**src/rtl/mem_port_arbiter_if.sv**
```systemverilog
// mem_port_arbiter_if: IF, LSU and memory-side
// signals of the shared memory port arbiter
interface mem_port_arbiter_if #(
  parameter int ADDR_W = 32,
  parameter int DATA_W = 32
);
  localparam int STRB_W = DATA_W / 8;

  logic              if_i_req;
  logic [ADDR_W-1:0] if_i_addr;
  logic              if_i_cancel;
  logic              if_o_done;
  logic [DATA_W-1:0] if_o_rdata;

  logic              lsu_i_req;
  logic              lsu_i_we;
  logic [ADDR_W-1:0] lsu_i_addr;
  logic [DATA_W-1:0] lsu_i_wdata;
  logic [STRB_W-1:0] lsu_i_wstrb;
  logic              lsu_o_done;
  logic [DATA_W-1:0] lsu_o_rdata;

  logic              mem_o_valid;
  logic              mem_o_we;
  logic [ADDR_W-1:0] mem_o_addr;
  logic [DATA_W-1:0] mem_o_wdata;
  logic [STRB_W-1:0] mem_o_wstrb;
  logic              mem_i_ready;
  logic              mem_i_rvalid;
  logic [DATA_W-1:0] mem_i_rdata;

  logic              arb_o_if_stall;
  logic              arb_o_lsu_stall;

  modport master (
    input  if_i_req,
    input  if_i_addr,
    input  if_i_cancel,
    output if_o_done,
    output if_o_rdata,
    input  lsu_i_req,
    input  lsu_i_we,
    input  lsu_i_addr,
    input  lsu_i_wdata,
    input  lsu_i_wstrb,
    output lsu_o_done,
    output lsu_o_rdata,
    output mem_o_valid,
    output mem_o_we,
    output mem_o_addr,
    output mem_o_wdata,
    output mem_o_wstrb,
    input  mem_i_ready,
    input  mem_i_rvalid,
    input  mem_i_rdata,
    output arb_o_if_stall,
    output arb_o_lsu_stall
  );

  modport slave (
    output if_i_req,
    output if_i_addr,
    output if_i_cancel,
    input  if_o_done,
    input  if_o_rdata,
    output lsu_i_req,
    output lsu_i_we,
    output lsu_i_addr,
    output lsu_i_wdata,
    output lsu_i_wstrb,
    input  lsu_o_done,
    input  lsu_o_rdata,
    input  mem_o_valid,
    input  mem_o_we,
    input  mem_o_addr,
    input  mem_o_wdata,
    input  mem_o_wstrb,
    output mem_i_ready,
    output mem_i_rvalid,
    output mem_i_rdata,
    input  arb_o_if_stall,
    input  arb_o_lsu_stall
  );
endinterface

```
**src/rtl/mem_port_arbiter.sv**
```systemverilog
// mem_port_arbiter: one memory port shared by IF and LSU,
// single outstanding transaction, LSU first with IF starvation guard
module mem_port_arbiter #(
  parameter int ADDR_W       = 32,
  parameter int DATA_W       = 32,
  parameter int STARVE_LIMIT = 4
) (
  input logic clk,
  input logic rst_n,
  mem_port_arbiter_if.master bus
);
  localparam int STRB_W = DATA_W / 8;
  localparam int CNT_W  = $clog2(STARVE_LIMIT + 1);

  typedef enum logic [1:0] {
    IDLE,
    REQ,
    WAIT
  } state_t;

  state_t state_q, state_d;

  logic              owner_lsu_q;
  logic              drop_q;
  logic [CNT_W-1:0]  starve_q;
  logic              req_we_q;
  logic [ADDR_W-1:0] req_addr_q;
  logic [DATA_W-1:0] req_wdata_q;
  logic [STRB_W-1:0] req_wstrb_q;

  logic if_cand;
  logic starved;
  logic grant_lsu;
  logic grant_if;
  logic grant;

  // a fetch cancelled in the same cycle never competes
  always_comb begin
    if_cand   = bus.if_i_req & ~bus.if_i_cancel;
    starved   = starve_q == CNT_W'(STARVE_LIMIT);
    grant_lsu = bus.lsu_i_req & ~(starved & if_cand);
    grant_if  = if_cand & ~grant_lsu;
  end

  always_ff @(posedge clk) begin
    if (!rst_n) state_q <= IDLE;
    else        state_q <= state_d;
  end

  always_comb begin
    state_d         = state_q;
    grant           = 1'b0;
    bus.mem_o_valid = 1'b0;
    bus.if_o_done   = 1'b0;
    bus.lsu_o_done  = 1'b0;
    unique case (state_q)
      IDLE: begin
        if (grant_lsu | grant_if) begin
          grant   = 1'b1;
          state_d = REQ;
        end
      end
      REQ: begin
        bus.mem_o_valid = 1'b1;
        if (bus.mem_i_ready) state_d = WAIT;
      end
      WAIT: begin
        if (bus.mem_i_rvalid) begin
          state_d        = IDLE;
          bus.lsu_o_done = owner_lsu_q;
          bus.if_o_done  = ~owner_lsu_q & ~drop_q
                         & ~bus.if_i_cancel;
        end
      end
      default: state_d = IDLE;
    endcase
  end

  always_ff @(posedge clk) begin
    if (!rst_n) begin
      owner_lsu_q <= 1'b0;
      req_we_q    <= 1'b0;
      req_addr_q  <= '0;
      req_wdata_q <= '0;
      req_wstrb_q <= '0;
    end else if (grant) begin
      owner_lsu_q <= grant_lsu;
      unique case (1'b1)
        grant_lsu: begin
          req_we_q    <= bus.lsu_i_we;
          req_addr_q  <= bus.lsu_i_addr;
          req_wdata_q <= bus.lsu_i_wdata;
          req_wstrb_q <= bus.lsu_i_we ?
                         bus.lsu_i_wstrb : '0;
        end
        grant_if: begin
          req_we_q    <= 1'b0;
          req_addr_q  <= bus.if_i_addr;
          req_wdata_q <= '0;
          req_wstrb_q <= '0;
        end
        default: ;
      endcase
    end
  end

  // counts LSU wins while a fetch was left waiting
  always_ff @(posedge clk) begin
    if (!rst_n) begin
      starve_q <= '0;
    end else if (grant) begin
      if (grant_if || !bus.if_i_req)
        starve_q <= '0;
      else if (!starved)
        starve_q <= starve_q + CNT_W'(1);
    end
  end

  always_ff @(posedge clk) begin
    if (!rst_n) begin
      drop_q <= 1'b0;
    end else if (state_q == WAIT
                 && bus.mem_i_rvalid) begin
      drop_q <= 1'b0;
    end else if (state_q != IDLE
                 && !owner_lsu_q
                 && bus.if_i_cancel) begin
      drop_q <= 1'b1;
    end
  end

  assign bus.mem_o_we    = req_we_q;
  assign bus.mem_o_addr  = req_addr_q;
  assign bus.mem_o_wdata = req_wdata_q;
  assign bus.mem_o_wstrb = req_wstrb_q;

  assign bus.if_o_rdata  = bus.mem_i_rdata;
  assign bus.lsu_o_rdata = bus.mem_i_rdata;

  assign bus.arb_o_if_stall  = bus.if_i_req
                             & ~bus.if_o_done;
  assign bus.arb_o_lsu_stall = bus.lsu_i_req
                             & ~bus.lsu_o_done;
endmodule
```
**src/flat_wrapper.sv**
```systemverilog
// flat-port wrapper written by rule: the top's interface ports become plain ports
module mem_port_arbiter_flat 
#(
  parameter int ADDR_W       = 32,
  parameter int DATA_W       = 32,
  parameter int STARVE_LIMIT = 4
)
  (clk, rst_n, bus_if_i_req, bus_if_i_addr, bus_if_i_cancel, bus_if_o_done, bus_if_o_rdata, bus_lsu_i_req, bus_lsu_i_we, bus_lsu_i_addr, bus_lsu_i_wdata, bus_lsu_i_wstrb, bus_lsu_o_done, bus_lsu_o_rdata, bus_mem_o_valid, bus_mem_o_we, bus_mem_o_addr, bus_mem_o_wdata, bus_mem_o_wstrb, bus_mem_i_ready, bus_mem_i_rvalid, bus_mem_i_rdata, bus_arb_o_if_stall, bus_arb_o_lsu_stall);
  mem_port_arbiter_if #(.ADDR_W(ADDR_W), .DATA_W(DATA_W)) bus_i ();
  input logic clk;
  input logic rst_n;
  input wire logic [$bits(bus_i.if_i_req)-1:0] bus_if_i_req;
  input wire logic [$bits(bus_i.if_i_addr)-1:0] bus_if_i_addr;
  input wire logic [$bits(bus_i.if_i_cancel)-1:0] bus_if_i_cancel;
  output wire logic [$bits(bus_i.if_o_done)-1:0] bus_if_o_done;
  output wire logic [$bits(bus_i.if_o_rdata)-1:0] bus_if_o_rdata;
  input wire logic [$bits(bus_i.lsu_i_req)-1:0] bus_lsu_i_req;
  input wire logic [$bits(bus_i.lsu_i_we)-1:0] bus_lsu_i_we;
  input wire logic [$bits(bus_i.lsu_i_addr)-1:0] bus_lsu_i_addr;
  input wire logic [$bits(bus_i.lsu_i_wdata)-1:0] bus_lsu_i_wdata;
  input wire logic [$bits(bus_i.lsu_i_wstrb)-1:0] bus_lsu_i_wstrb;
  output wire logic [$bits(bus_i.lsu_o_done)-1:0] bus_lsu_o_done;
  output wire logic [$bits(bus_i.lsu_o_rdata)-1:0] bus_lsu_o_rdata;
  output wire logic [$bits(bus_i.mem_o_valid)-1:0] bus_mem_o_valid;
  output wire logic [$bits(bus_i.mem_o_we)-1:0] bus_mem_o_we;
  output wire logic [$bits(bus_i.mem_o_addr)-1:0] bus_mem_o_addr;
  output wire logic [$bits(bus_i.mem_o_wdata)-1:0] bus_mem_o_wdata;
  output wire logic [$bits(bus_i.mem_o_wstrb)-1:0] bus_mem_o_wstrb;
  input wire logic [$bits(bus_i.mem_i_ready)-1:0] bus_mem_i_ready;
  input wire logic [$bits(bus_i.mem_i_rvalid)-1:0] bus_mem_i_rvalid;
  input wire logic [$bits(bus_i.mem_i_rdata)-1:0] bus_mem_i_rdata;
  output wire logic [$bits(bus_i.arb_o_if_stall)-1:0] bus_arb_o_if_stall;
  output wire logic [$bits(bus_i.arb_o_lsu_stall)-1:0] bus_arb_o_lsu_stall;
  assign bus_i.if_i_req = bus_if_i_req;
  assign bus_i.if_i_addr = bus_if_i_addr;
  assign bus_i.if_i_cancel = bus_if_i_cancel;
  assign bus_if_o_done = bus_i.if_o_done;
  assign bus_if_o_rdata = bus_i.if_o_rdata;
  assign bus_i.lsu_i_req = bus_lsu_i_req;
  assign bus_i.lsu_i_we = bus_lsu_i_we;
  assign bus_i.lsu_i_addr = bus_lsu_i_addr;
  assign bus_i.lsu_i_wdata = bus_lsu_i_wdata;
  assign bus_i.lsu_i_wstrb = bus_lsu_i_wstrb;
  assign bus_lsu_o_done = bus_i.lsu_o_done;
  assign bus_lsu_o_rdata = bus_i.lsu_o_rdata;
  assign bus_mem_o_valid = bus_i.mem_o_valid;
  assign bus_mem_o_we = bus_i.mem_o_we;
  assign bus_mem_o_addr = bus_i.mem_o_addr;
  assign bus_mem_o_wdata = bus_i.mem_o_wdata;
  assign bus_mem_o_wstrb = bus_i.mem_o_wstrb;
  assign bus_i.mem_i_ready = bus_mem_i_ready;
  assign bus_i.mem_i_rvalid = bus_mem_i_rvalid;
  assign bus_i.mem_i_rdata = bus_mem_i_rdata;
  assign bus_arb_o_if_stall = bus_i.arb_o_if_stall;
  assign bus_arb_o_lsu_stall = bus_i.arb_o_lsu_stall;
  mem_port_arbiter #(.ADDR_W(ADDR_W), .DATA_W(DATA_W), .STARVE_LIMIT(STARVE_LIMIT)) u_core (.clk(clk), .rst_n(rst_n), .bus(bus_i));
endmodule
```
**config.mk**
```make
export PLATFORM = sky130hd
export DESIGN_NAME = mem_port_arbiter_flat
export DESIGN_NICKNAME = d
export VERILOG_FILES = /design/src/rtl/mem_port_arbiter_if.sv /design/src/rtl/mem_port_arbiter.sv /design/src/flat_wrapper.sv
export SDC_FILE = /design/constraint.sdc
export NUM_CORES = 1
export LEC_CHECK = 0
export CAP_MARGIN = 30
export CORE_AREA = 2 2 109 111
export CTS_CLUSTER_SIZE = 20
export DETAILED_ROUTE_END_ITERATION = 6
export DIE_AREA = 0 0 111 113
export DONT_BUFFER_PORTS = 1
export GPL_TIMING_DRIVEN = 0
export HOLD_SLACK_MARGIN = 0.06
export PLACE_DENSITY = 0.56
export SLEW_MARGIN = 0
export SYNTH_ARGS = -nofsm -noshare
export SYNTH_HDL_FRONTEND = slang
export SYNTH_SLANG_ARGS = --single-unit
```
**constraint.sdc**
```tcl
create_clock -name clk -period 1.85 [get_ports clk]
set_input_delay 0.185 -clock clk [delete_from_list [all_inputs] [get_ports clk]]
set_output_delay 0.185 -clock clk [all_outputs]
set_load 0.02 [all_outputs]
```
# ---- Word-level counts from Yosys, hierarchy flattened
# Index checks and enable logic that the tools add are counted.
dict set report op_classes {
  add_sub_neg 1
  eq_ne 7
  mux 18
  bitwise_logic 17
  n_reduce_logical 13
}
# op count
set ops {}
lappend ops {{one-hot mux 32 bit (2 select lines)} 2}
lappend ops {{bitwise AND 1 bit} 8}
lappend ops {{NOT 1 bit} 8}
lappend ops {{one-hot mux 4 bit (2 select lines)} 1}
lappend ops {{two-way mux 1 bit} 7}
lappend ops {{two-way mux 2 bit} 3}
lappend ops {{two-way mux 3 bit} 2}
lappend ops {{!= test 2 bit (second input constant)} 3}
lappend ops {{one-hot mux 2 bit (3 select lines)} 1}
lappend ops {{two-way mux 4 bit} 1}
lappend ops {{AND reduction 2 bit} 2}
lappend ops {{nonzero test 2 bit} 2}
lappend ops {{adder 3 x 1 -> 3 bit (second input constant)} 1}
lappend ops {{== test 3 bit (second input constant)} 1}
lappend ops {{logical AND 1 bit} 3}
lappend ops {{AND reduction 3 bit} 1}
lappend ops {{== test 2 x 1 -> 1 bit (second input constant)} 1}
lappend ops {{== test 2 bit (second input constant)} 1}
lappend ops {{logical NOT 1 bit} 2}
lappend ops {{logical NOT 2 bit} 1}
lappend ops {{!= test 2 x 1 -> 1 bit (second input constant)} 1}
lappend ops {{one-hot mux 1 bit (2 select lines)} 1}
lappend ops {{OR reduction 2 bit} 1}
lappend ops {{logical OR 1 bit} 1}
lappend ops {{bitwise OR 1 bit} 1}
dict set report word_totals {
  ff_bits 76
  input_bits 140
  out_inout_bits 138
  wordCells 64
}

# ---- Depth between registers and ports, before layout
# Gate-level depths: netlist of run 1.
dict set report depth {
  depth_word 11
  depth_mapped 8
  mapped_depth_nobuf 6
}

# ---- Least setup slack after synthesis of run 1
# No wires, ideal clock.
dict set report synth_path {
  path_kind {register to output}
  startpoint {reg u_core.state_q[0]}
  endpoint {out bus_arb_o_if_stall}
  arrival_ns 1.464
  required_ns 1.665
  setup_slack_ns 0.201
  stages_incl_launch_ff 4
  n_path_buf 0
  path_cell_list {dfxtp_1 nand3b_1 nor4_1 nor2b_1}
}
dict set report synth_via {
  elab_chain_len 4
}
# item line_no
set synth_lines {}
lappend synth_lines {{from (decl)} mem_port_arbiter.sv:21} ;# state_t state_q, state_d;
lappend synth_lines {{from (signal assigned)} mem_port_arbiter.sv:47} ;# else state_q <= state_d;
lappend synth_lines {{== test 2 bit} mem_port_arbiter.sv:56} ;# unique case (state_q)
lappend synth_lines {{two-way mux 1 bit} mem_port_arbiter.sv:56}
lappend synth_lines {{named net bus_if_o_done} flat_wrapper.sv:15} ;# output wire logic [$bits(bus_i.if_o_done)-1:0] bus_if_o_done;
lappend synth_lines {{NOT 1 bit} mem_port_arbiter.sv:141} ;# & ~bus.if_o_done;
lappend synth_lines {{bitwise AND 1 bit} mem_port_arbiter.sv:141}
lappend synth_lines {{to (decl)} flat_wrapper.sv:32} ;# output wire logic [$bits(bus_i.arb_o_if_stall)-1:0] bus_arb_o_if_stall;
# The timed path passes the listed nets, and every way through them passes these cells.

# ---- Worst setup path after layout of run 1
dict set report layout_path {
  startpoint {reg u_core.state_q[0]}
  endpoint {out bus_arb_o_lsu_stall}
}
dict set report layout_via {
  elab_chain_len 4
}
# item line_no
set layout_lines {}
lappend layout_lines {{== test 2 bit} mem_port_arbiter.sv:56}
lappend layout_lines {{two-way mux 1 bit} mem_port_arbiter.sv:56}
lappend layout_lines {{named net bus_lsu_o_done} flat_wrapper.sv:22} ;# output wire logic [$bits(bus_i.lsu_o_done)-1:0] bus_lsu_o_done;
lappend layout_lines {{NOT 1 bit} mem_port_arbiter.sv:143} ;# & ~bus.lsu_o_done;
lappend layout_lines {{bitwise AND 1 bit} mem_port_arbiter.sv:143}
lappend layout_lines {{to (decl)} flat_wrapper.sv:33} ;# output wire logic [$bits(bus_i.arb_o_lsu_stall)-1:0] bus_arb_o_lsu_stall;
# The timed path passes the listed nets, and every way through them passes these cells.

==> flow_metrics.py, run 1 <==
metrics = {
    "floorplan": {
        "core_sq_um": 11300,
        "start_util_pct": 31.9,
        "die_x_um": 111,
        "boundaryPins": 278,
        "floorplan.die_area_sq_um": 12500,
        "die_h_um": 113,
        "row_count": 39,
    },
    "cells_and_area": {
        "nFillCells": 1065,
        "final_util_pct": 45.5,
        "nets": 709,
        "area_growth_syn_to_layout_pct": 42.6,
        "finalNonFillerCells": 715,
        "antenna_cells": 0,
        "drive_above_1_share_pct": 19.1,
        "design_area_sq_um": 5130,
    },
    "global_routing": {
        "grt_pass1_vias": 3496,
        "overflow": 0,
        "antenna_found_initial": 0,
        "track_usage_pct": 18.1,
        "grt_pass1_wl_um": 18100,
        "grt_max_degree": 15,
    },
    "timing": {
        "skew_ns": 0.00468,
        "setup_viol_count_final": 0,
        "rsz0062_at_grt": "false",
        "fin_hold_ws_ns": 0.112,
        "fin_ws_ns": 0.155,
        "finalHoldViolations": 0,
        "period_share_pct": 91.6,
        "fmax_mhz": 590,
        "worst_slew_pin_slew_ns": 0.532,
        "slew_headroom_pct": 64.5,
        "min_period_ns": 1.69,
        "tns_ns": 0,
        "slew_viol_final": 0,
    },
    "place": {
        "post-place-ws_ns": 0.105,
        "hpwl_um": 8360,
        "dpl-instance-area_sq_um": 3770,
        "dp_cells": 599,
        "port_buffers": 0,
        "gp_congestion": 0.843,
    },
    "yosys": {
        "synth_most_common_cell": "nand2_1",
        "synth-edff-count": 0,
        "yosysSeqAreaShare_pct": 42.3,
        "synth.net_count": 598,
        "syn_area_sq_um": 3590,
        "yosysTopAreaCell": "dfxtp_1",
        "synthCells": 456,
        "ys.flop_type": "dfxtp_1",
        "synth.avg_cell_area_sq_um": 7.88,
        "synth-warning-count": 0,
        "ys_async_sr_fraction_pct": 0,
        "yosys-top-cells-area": "dfxtp_1 42%, buf_4 14%, nand2_1 14%",
        "yosys.cell_types.count": 33,
        "yosysTopAreaCellShare_pct": 42.3,
        "synth_common_cells": "135 x nand2_1, 76 x dfxtp_1, 68 x buf_4, 37 x o22ai_1, 31 x a31oi_1",
        "ys_seq_elements": 76,
    },
    "route": {
        "wl_um": 12000,
        "drt_iter0_drc": 163,
        "wire_per_inst_um": 16.8,
        "firstDrtPassIters": 4,
        "vias_per_cell": 5.04,
        "drc": 0,
        "vias": 3602,
        "postRouteAntennaNets": 0,
    },
    "critical_path": {
        "cp_top_family": "simple AND/OR/NAND/NOR gates",
        "critical_path_arrival_ns": 1.51,
        "cp-end-kind": "output port",
        "crit_buf_inv": 0,
        "r2r_setup_slack_ns": 0.18,
        "required_ns": 1.66,
        "worst-path-max-fanout": 4,
        "critical_path.slowest_cell": "nor2_1",
        "path_class": "reg2out",
        "critPathLaunchType": "flip-flop",
        "cp_cell_sequence": "nand3b_1 -> nor2_1 -> nor2b_1",
        "cpPeakStageDelay_ns": 0.39,
    },
    "clock_network": {
        "post_cts_buffers": 0,
        "cts.sinks": 76,
        "cts_tree": "done",
        "ctsRootBufferMaster": "clkbuf_16",
        "clk-insertion-delay-late_ns": 0.33,
        "path_clk_slew_ns": 0.06,
        "cts_inserted_buffers": 9,
        "cts_htree_levels": 3,
        "cts_buffer_depth": 2,
    },
    "status": {
        "status": "completed",
    },
    "power_and_ir_drop": {
        "ir_drop_mv": 0.516,
        "leakage_nw": 2.11,
        "power_density_nw_per_um2": 954,
        "finalPower_mw": 4.89,
    },
    "min_path": {
        "hold_path.class": "in2reg",
    },
    "flow_run": {
        "cap_violations": 0,
    },
}
==> layer usage <==
| metal | wire length, um | track usage, % |
|---|---|---|
| met5 | 0 | 0 |
| met1 | 4780 | 19.8 |
| met4 | 163 | 5.08 |
| met3 | 1100 | 6.11 |
| met2 | 5970 | 33.6 |
==> cells in the final DEF, fill, tap and decap left out, drive strengths merged, types with 3 or more instances in the layout <==
cell type	Yosys	layout
nand2	136	136
dlygate4sd3	0	100
buf	88	85
dfxtp	76	76
o22ai	37	37
o21ai	35	35
a31oi	31	31
clkbuf	11	23
nor2b	7	7
nand3	6	6
inv	3	4
nor2	3	3
o21a	3	3
a21oi	3	3
clkinvlp	0	3
==> worst min-delay path, stage by stage <==
cell,delay [ns]
nor2_1,0.02
a22oi_1,0.13
nor2b_1,0.06
==> sequential cells by signal, summed over array words and instances, names as in the netlist <==
signal / flops
u_core.bus.mem_o_wstrb: 4
u_core.owner_lsu_q: 1
u_core.starve_q: 3
u_core.bus.mem_o_addr: 32
u_core.bus.mem_o_wdata: 32
u_core.drop_q: 1
u_core.bus.mem_o_we: 1
u_core.state_q: 2
==> report_power, final <==
part           internal, mW  switching, mW
combinational         0.413          0.472
clock                  1.19          0.726
sequential             1.79          0.296
total                  3.39           1.49
==> timing repair <==
item                                    4_1_cts  5_1_grt
endpoints found under the setup margin        1       21
hold endpoints to repair                     71        0
cloned                                        0        0
resized for setup                             1        5
hold buffers                                100        0
==> path summary, 6_finish.rpt <==
check                                  start                                endpoint  cells past startpoint
min                         bus_mem_i_rvalid          u_core.state_q[1]$_SDFFE_PN0P_                      3
min reg2reg  u_core.starve_q[0]$_SDFFE_PN0P_         u_core.starve_q[0]$_SDFFE_PN0P_                      2
max reg2reg  u_core.starve_q[0]$_SDFFE_PN0P_  u_core.bus.mem_o_addr[31]$_SDFFE_PN0P_                      8
max           u_core.state_q[0]$_SDFFE_PN0P_                     bus_arb_o_lsu_stall                      3
==> cells by family (layout without fill, tap and decap cells) <==
| group | count (synthesis) | count (layout) | share of synthesized area [%] |
|---|---|---|---|
| simple gates | 160 | 160 | 18.5 |
| compound gates | 115 | 115 | 19.2 |
| buf+inv | 102 | 218 | 19.0 |
| flops | 76 | 76 | 42.3 |
| fa+ha+maj | 2 | 2 | 0.696 |
| mux | 1 | 1 | 0.278 |
==> area by class of cell <==
type	count	area, sq um	share of cell area (%)
multi-input combinational	278	1410	27.4
tap	143	179	3.49
clock inverter	7	100	1.95
sequential	76	1520	29.7
buffer	99	682	13.3
timing repair buffer	100	1000	19.5
clock buffer	9	225	4.39
inverter	3	11.3	0.220
(Power assumes the default switching activity.)
==> run 2: changes to the inputs <==
--- a/config.mk
+++ b/config.mk
@@ -5,7 +5,7 @@
 export SDC_FILE = /design/constraint.sdc
 export NUM_CORES = 1
 export LEC_CHECK = 0
-export CAP_MARGIN = 30
+export CAP_MARGIN = 20
 export CORE_AREA = 2 2 109 111
 export CTS_CLUSTER_SIZE = 20
 export DETAILED_ROUTE_END_ITERATION = 6
==> constraint.sdc (replaced) <==
create_clock -name clk -period 1.85 [get_ports clk]
set_input_delay 0 -clock clk [delete_from_list [all_inputs] [get_ports clk]]
set_output_delay 0 -clock clk [all_outputs]
set_load 0.02 [all_outputs]
==> run 2 against run 1 <==
  * Critical path depth rose by 3
  * Register-to-register slack got worse by 0.06 ns
  * Sequential power barely moved
  * Clock-buffer cell count did not move
  * Sequential share of layout area fell by 0.40 points
  * Die area did not move
  * Wire length rose by 0.55%
  * Utilization rose by 0.65 points
  * Critical endpoint is now u_core.starve_q[1]$_SDFFE_PN0P_
  * Largest cell class unchanged
  * Largest power group unchanged
==> flow_metrics.py, run 2 (synthesized netlist as in run 1, its figures left out) <==
metrics = {
    "cells_and_area": {
        "final_util_pct": 46.1,
        "regArea_sq_um": 1520,
        "antenna_cells": 0,
        "area_growth_syn_to_layout_pct": 44.7,
        "layout_commonest_cell": "nand2_1",
        "nFillCells": 1065,
        "multi_input_comb_area_sq_um": 1400,
        "layout_common_cells": "135 x nand2_1, 109 x dlygate4sd3_1, 75 x dfxtp_1",
        "drive_above_1_share_pct": 19.1,
        "nets": 718,
    },
    "global_routing": {
        "track_usage_pct": 18.2,
        "grt_max_degree": 15,
        "antenna_found_initial": 0,
        "grt_pass1_vias": 3514,
        "overflow": 0,
        "grt_pass1_wl_um": 18200,
    },
    "floorplan": {
        "boundaryPins": 278,
        "start_util_pct": 31.9,
        "die_h_um": 113,
        "die_x_um": 111,
        "row_count": 39,
        "floorplan.die_area_sq_um": 12500,
        "core_sq_um": 11300,
    },
    "place": {
        "gp_congestion": 0.843,
        "port_buffers": 0,
        "hpwl_um": 8360,
    },
    "clock_network": {
        "post_cts_buffers": 0,
        "ctsRootBufferMaster": "clkbuf_16",
        "clk-insertion-delay-late_ns": 0.33,
        "cts.sinks": 76,
        "cts_inserted_buffers": 9,
        "cts_tree": "done",
        "cts_htree_levels": 3,
        "path_clk_slew_ns": 0.06,
        "cts_buffer_depth": 2,
    },
    "status": {
        "status": "completed",
    },
    "critical_path": {
        "critPathLaunchType": "flip-flop",
        "worst-path-max-fanout": 3,
        "cpPeakStageDelay_ns": 0.58,
        "cp-end-kind": "flip-flop",
        "critical_path.slowest_cell": "dlygate4sd3_1",
        "cp_top_family": "buffers and inverters",
        "critical_path_arrival_ns": 1.99,
        "cp_cell_sequence": "inv_1 -> ha_1 -> a21boi_2 -> o2111ai_1 -> dlygate4sd3_1 -> o21ai_0",
        "crit_buf_inv": 2,
        "required_ns": 2.11,
        "path_class": "reg2reg",
        "r2r_setup_slack_ns": 0.12,
    },
    "timing": {
        "tns_ns": 0,
        "slew_headroom_pct": 58.5,
        "period_share_pct": 93.5,
        "fin_hold_ws_ns": 0.0602,
        "setup_viol_count_final": 0,
        "rsz0062_at_grt": "false",
        "fmax_mhz": 578,
        "min_period_ns": 1.73,
        "slew_viol_final": 0,
        "skew_ns": 0.00508,
        "worst_slew_pin_slew_ns": 0.617,
        "finalHoldViolations": 0,
    },
    "route": {
        "vias": 3617,
        "drt_iter0_drc": 147,
        "wl_um": 12100,
        "firstDrtPassIters": 4,
        "drc": 0,
        "wire_per_inst_um": 16.7,
        "postRouteAntennaNets": 0,
        "vias_per_cell": 5.00,
    },
    "power_and_ir_drop": {
        "power_density_nw_per_um2": 944,
        "leakage_nw": 2.14,
        "ir_drop_mv": 0.519,
    },
    "min_path": {
        "hold_path.class": "in2out",
    },
    "flow_run": {
        "cap_violations": 0,
    },
}
==> run 2: metrics by stage <==
| step | worst slack, ns | power (mW) | instance area (sq um) | instances |
|---|---|---|---|---|
| 5_1_grt | 0.0118 | 5.11 | 5200 | 724 |
| 3_5_place_dp | 0.110 | 2.83 | 3770 | 599 |
| 3_3_place_gp | 0.157 | 2.82 | 3770 | 599 |
| 4_1_cts | 0.0984 | 4.95 | 5200 | 724 |
| 6_report | 0.120 | 4.91 | 5200 | 724 |
| 2_1_floorplan | 0.386 | 2.66 | 3590 | 456 |
==> run 2: cell type report <==
type,count,share of cell area [%]
Buffer,99,12.9
Clock buffer,9,4.33
Clock inverter,7,1.92
Inverter,3,0.217
Multi-Input combinational cell,278,26.9
Sequential cell,76,29.3
Tap cell,143,3.44
Timing Repair Buffer,109,21.0
==> run 2: what timing repair did <==
action,CTS,global route
gates resized for setup,1,2
hold buffers,109,0
setup endpoints to repair,1,23
endpoints found under the hold margin,76,0
==> run 2: routing by layer <==
| layer | GRT usage (%) | wire, um | vias up |
|---|---|---|---|
| li1 | - | - | 1734 |
| met1 | 19.8 | 4820 | 1664 |
| met2 | 33.9 | 6020 | 205 |
| met3 | 6.11 | 1070 | 14 |
| met4 | 5.08 | 176 | 0 |
| met5 | 0 | 0 | - |
==> run 2: worst paths after layout <==
check                                                      from                              end  cells past startpoint
worst min-delay path                            bus_if_i_cancel                    bus_if_o_done                      1
worst max-delay path            u_core.starve_q[1]$_SDFFE_PN0P_  u_core.starve_q[1]$_SDFFE_PN0P_                      6
worst max register to register  u_core.starve_q[1]$_SDFFE_PN0P_  u_core.starve_q[1]$_SDFFE_PN0P_                      6
worst min register to register  u_core.starve_q[0]$_SDFFE_PN0P_  u_core.starve_q[0]$_SDFFE_PN0P_                      2
==> run 2: where the power goes <==
part | internal (mW) | switching [mW] | total (mW) | leakage, nW
Combinational | 0.425 | 0.477 | 0.902 | 1.36
Sequential | 1.79 | 0.294 | 2.09 | 0.627
Clock | 1.19 | 0.733 | 1.92 | 0.148
==> run 3: changes to the inputs <==
--- a/config.mk
+++ b/config.mk
@@ -14,6 +14,7 @@
 export GPL_TIMING_DRIVEN = 0
 export HOLD_SLACK_MARGIN = 0.06
 export PLACE_DENSITY = 0.56
+export RECOVER_POWER = 100
 export SLEW_MARGIN = 0
 export SYNTH_ARGS = -nofsm -noshare
 export SYNTH_HDL_FRONTEND = slang
==> run 3 against run 2 <==
  * Sequential share of layout area grew 1.5 points
  * Via count rose by 0.64%
  * Final cell count is the same
  * Critical path type unchanged
  * Power shrank 1.4%
  * Fmax up 0.20%
  * Highest routed layer unchanged
  * Non-clock buffer count stayed put
==> flow_metrics.py, run 3 (synthesized netlist as in run 1, its figures left out) <==
metrics = {
    "floorplan": {
        "start_util_pct": 31.9,
        "die_x_um": 111,
        "row_count": 39,
        "floorplan.die_area_sq_um": 12500,
        "boundaryPins": 278,
        "die_h_um": 113,
        "core_sq_um": 11300,
    },
    "critical_path": {
        "critPathLaunchType": "flip-flop",
        "cp-end-kind": "flip-flop",
        "r2r_setup_slack_ns": 0.12,
        "required_ns": 2.11,
        "regToRegEndpoint": "u_core.starve_q[1]$_SDFFE_PN0P_",
        "critical_path_arrival_ns": 1.98,
        "critical_path.slowest_cell": "dlygate4sd3_1",
        "cpPeakStageDelay_ns": 0.58,
        "reg2reg_depth": 6,
        "worst-path-max-fanout": 3,
        "cp_cell_sequence": "inv_1 -> ha_1 -> a21boi_2 -> o2111ai_1 -> dlygate4sd3_1 -> o21ai_0",
        "path_class": "reg2reg",
        "r2r-start": "u_core.starve_q[1]$_SDFFE_PN0P_",
    },
    "timing": {
        "slew_headroom_pct": 58.5,
        "fmax_mhz": 579,
        "skew_ns": 0.00506,
        "setup_viol_count_final": 0,
        "rsz0062_at_grt": "false",
        "tns_ns": 0,
        "fin_hold_ws_ns": 0.0602,
        "min_period_ns": 1.73,
        "worst_slew_pin_slew_ns": 0.617,
        "period_share_pct": 93.3,
        "slew_viol_final": 0,
        "finalHoldViolations": 0,
    },
    "cells_and_area": {
        "nFillCells": 1153,
        "drive_above_1_share_pct": 7.92,
        "area_growth_syn_to_layout_pct": 37.8,
        "antenna_cells": 0,
        "regArea_sq_um": 1520,
        "layout_common_cells": "135 x nand2_1, 109 x dlygate4sd3_1, 76 x clkbuf_1",
        "layout_commonest_cell": "nand2_1",
        "nets": 718,
        "multi_input_comb_area_sq_um": 1400,
    },
    "power_and_ir_drop": {
        "combPwrFrac_pct": 17.2,
        "switching_share_pct": 31.0,
        "leakage_nw": 1.90,
        "power_density_nw_per_um2": 978,
        "ir_drop_mv": 0.518,
        "p_switching_mw": 1.50,
        "power.internal_mw": 3.34,
        "p_clk_share_pct": 39.6,
        "seqPwrFrac_pct": 43.1,
    },
    "clock_network": {
        "cts_htree_levels": 3,
        "cts.sinks": 76,
        "cts_buffer_depth": 2,
        "cts_inserted_buffers": 9,
        "clk-insertion-delay-late_ns": 0.33,
        "cts_tree": "done",
        "ctsRootBufferMaster": "clkbuf_16",
        "path_clk_slew_ns": 0.06,
    },
    "status": {
        "status": "completed",
    },
    "place": {
        "port_buffers": 0,
        "gp_congestion": 0.843,
        "hpwl_um": 8360,
    },
    "min_path": {
        "hold_start": "bus_if_i_cancel",
        "hold_path.class": "in2out",
        "hold_end": "bus_if_o_done",
        "whs_path_depth": 1,
    },
    "route": {
        "drc": 0,
        "postRouteAntennaNets": 0,
        "firstDrtPassIters": 4,
        "drt_iter0_drc": 164,
        "vias_per_cell": 5.03,
        "wire_per_inst_um": 16.7,
        "vias": 3640,
        "wl_um": 12100,
    },
    "global_routing": {
        "grt_pass1_vias": 3514,
        "track_usage_pct": 18.2,
        "overflow": 0,
        "grt_max_degree": 15,
        "antenna_found_initial": 0,
        "grt_pass1_wl_um": 18200,
    },
    "flow_run": {
        "cap_violations": 0,
    },
}
[run 3: cell count changes in the layout (fill, tap and decap cells not counted)]
cell      change
clkbuf_2      +3
clkbuf_1     +65
clkbuf_4      +1
buf_2         -3
buf_4        -65
buf_6         -1
[run 3: metrics by stage]
stage | cell area [sq um] | std cells | setup slack, ns | util (%) | total power [mW]
2_1_floorplan | 3590 | 456 | 0.386 | - | 2.66
3_3_place_gp | 3770 | 599 | 0.157 | 33.5 | 2.82
3_5_place_dp | 3770 | 599 | 0.110 | 33.5 | 2.83
4_1_cts | 5200 | 724 | 0.0984 | 46.1 | 4.95
5_1_grt | 4950 | 724 | 0.0118 | 43.9 | 5.04
6_report | 4950 | 724 | 0.124 | 43.9 | 4.84
[run 3: per-layer routing]
layer | global-route usage (%) | vias to the layer above | routed length (um)
met3 | 6.11 | 12 | 1060
li1 | - | 1734 | -
met2 | 33.9 | 214 | 6010
met1 | 19.8 | 1680 | 4850
met4 | 5.08 | 0 | 163
met5 | 0 | - | 0
[run 3: worst max-delay path: cells and delay by family (launching register included)]
kind / cells / cell delay [ns]
buffers and inverters: 2 / 0.63
AOI/OAI and AO/OA: 3 / 0.45
DFF: 1 / 0.36
adders and majority gates: 1 / 0.21
[run 3: worst max path at each step]
stage | start | endpoint | slack, ns | depth (start not counted)
after global placement | u_core.starve_q[0]$_SDFFE_PN0P_ | u_core.bus.mem_o_addr[7]$_SDFFE_PN0P_ | 0.16 | 8
final | u_core.starve_q[1]$_SDFFE_PN0P_ | u_core.starve_q[1]$_SDFFE_PN0P_ | 0.12 | 6
after floorplan | u_core.state_q[0]$_SDFFE_PN0P_ | bus_arb_o_if_stall | 0.39 | 3
after detailed placement | u_core.starve_q[0]$_SDFFE_PN0P_ | u_core.bus.mem_o_addr[8]$_SDFFE_PN0P_ | 0.11 | 8
after CTS | u_core.starve_q[0]$_SDFFE_PN0P_ | u_core.bus.mem_o_addr[8]$_SDFFE_PN0P_ | 0.1 | 8
after global routing | u_core.starve_q[0]$_SDFFE_PN0P_ | u_core.starve_q[1]$_SDFFE_PN0P_ | 0.01 | 6
[run 3: final cells by class]
class | count | share of cell area (%)
Clock inverter | 7 | 2.02
Tap cell | 143 | 3.61
Inverter | 3 | 0.227
Clock buffer | 9 | 4.55
Multi-Input combinational cell | 278 | 28.3
Timing Repair Buffer | 109 | 22.0
Sequential cell | 76 | 30.7
Buffer | 99 | 8.54
[run 3: power groups by stage]
stage | combinational (mW) | sequential [mW] | clock (mW)
global placement | 0.700 | 2.12 | 0
detailed placement | 0.710 | 2.12 | 0
finish | 0.835 | 2.09 | 1.92
global route | 0.916 | 2.10 | 2.02
floorplan | 0.583 | 2.08 | 0
CTS | 0.899 | 2.09 | 1.96
[run 3: repair_timing]
action,4_1_cts,5_1_grt
endpoints found under the setup margin,1,23
hold endpoints to repair,76,0
hold buffers,109,0
setup buffers,0,0
gates resized for setup,1,2
gates cloned,0,0
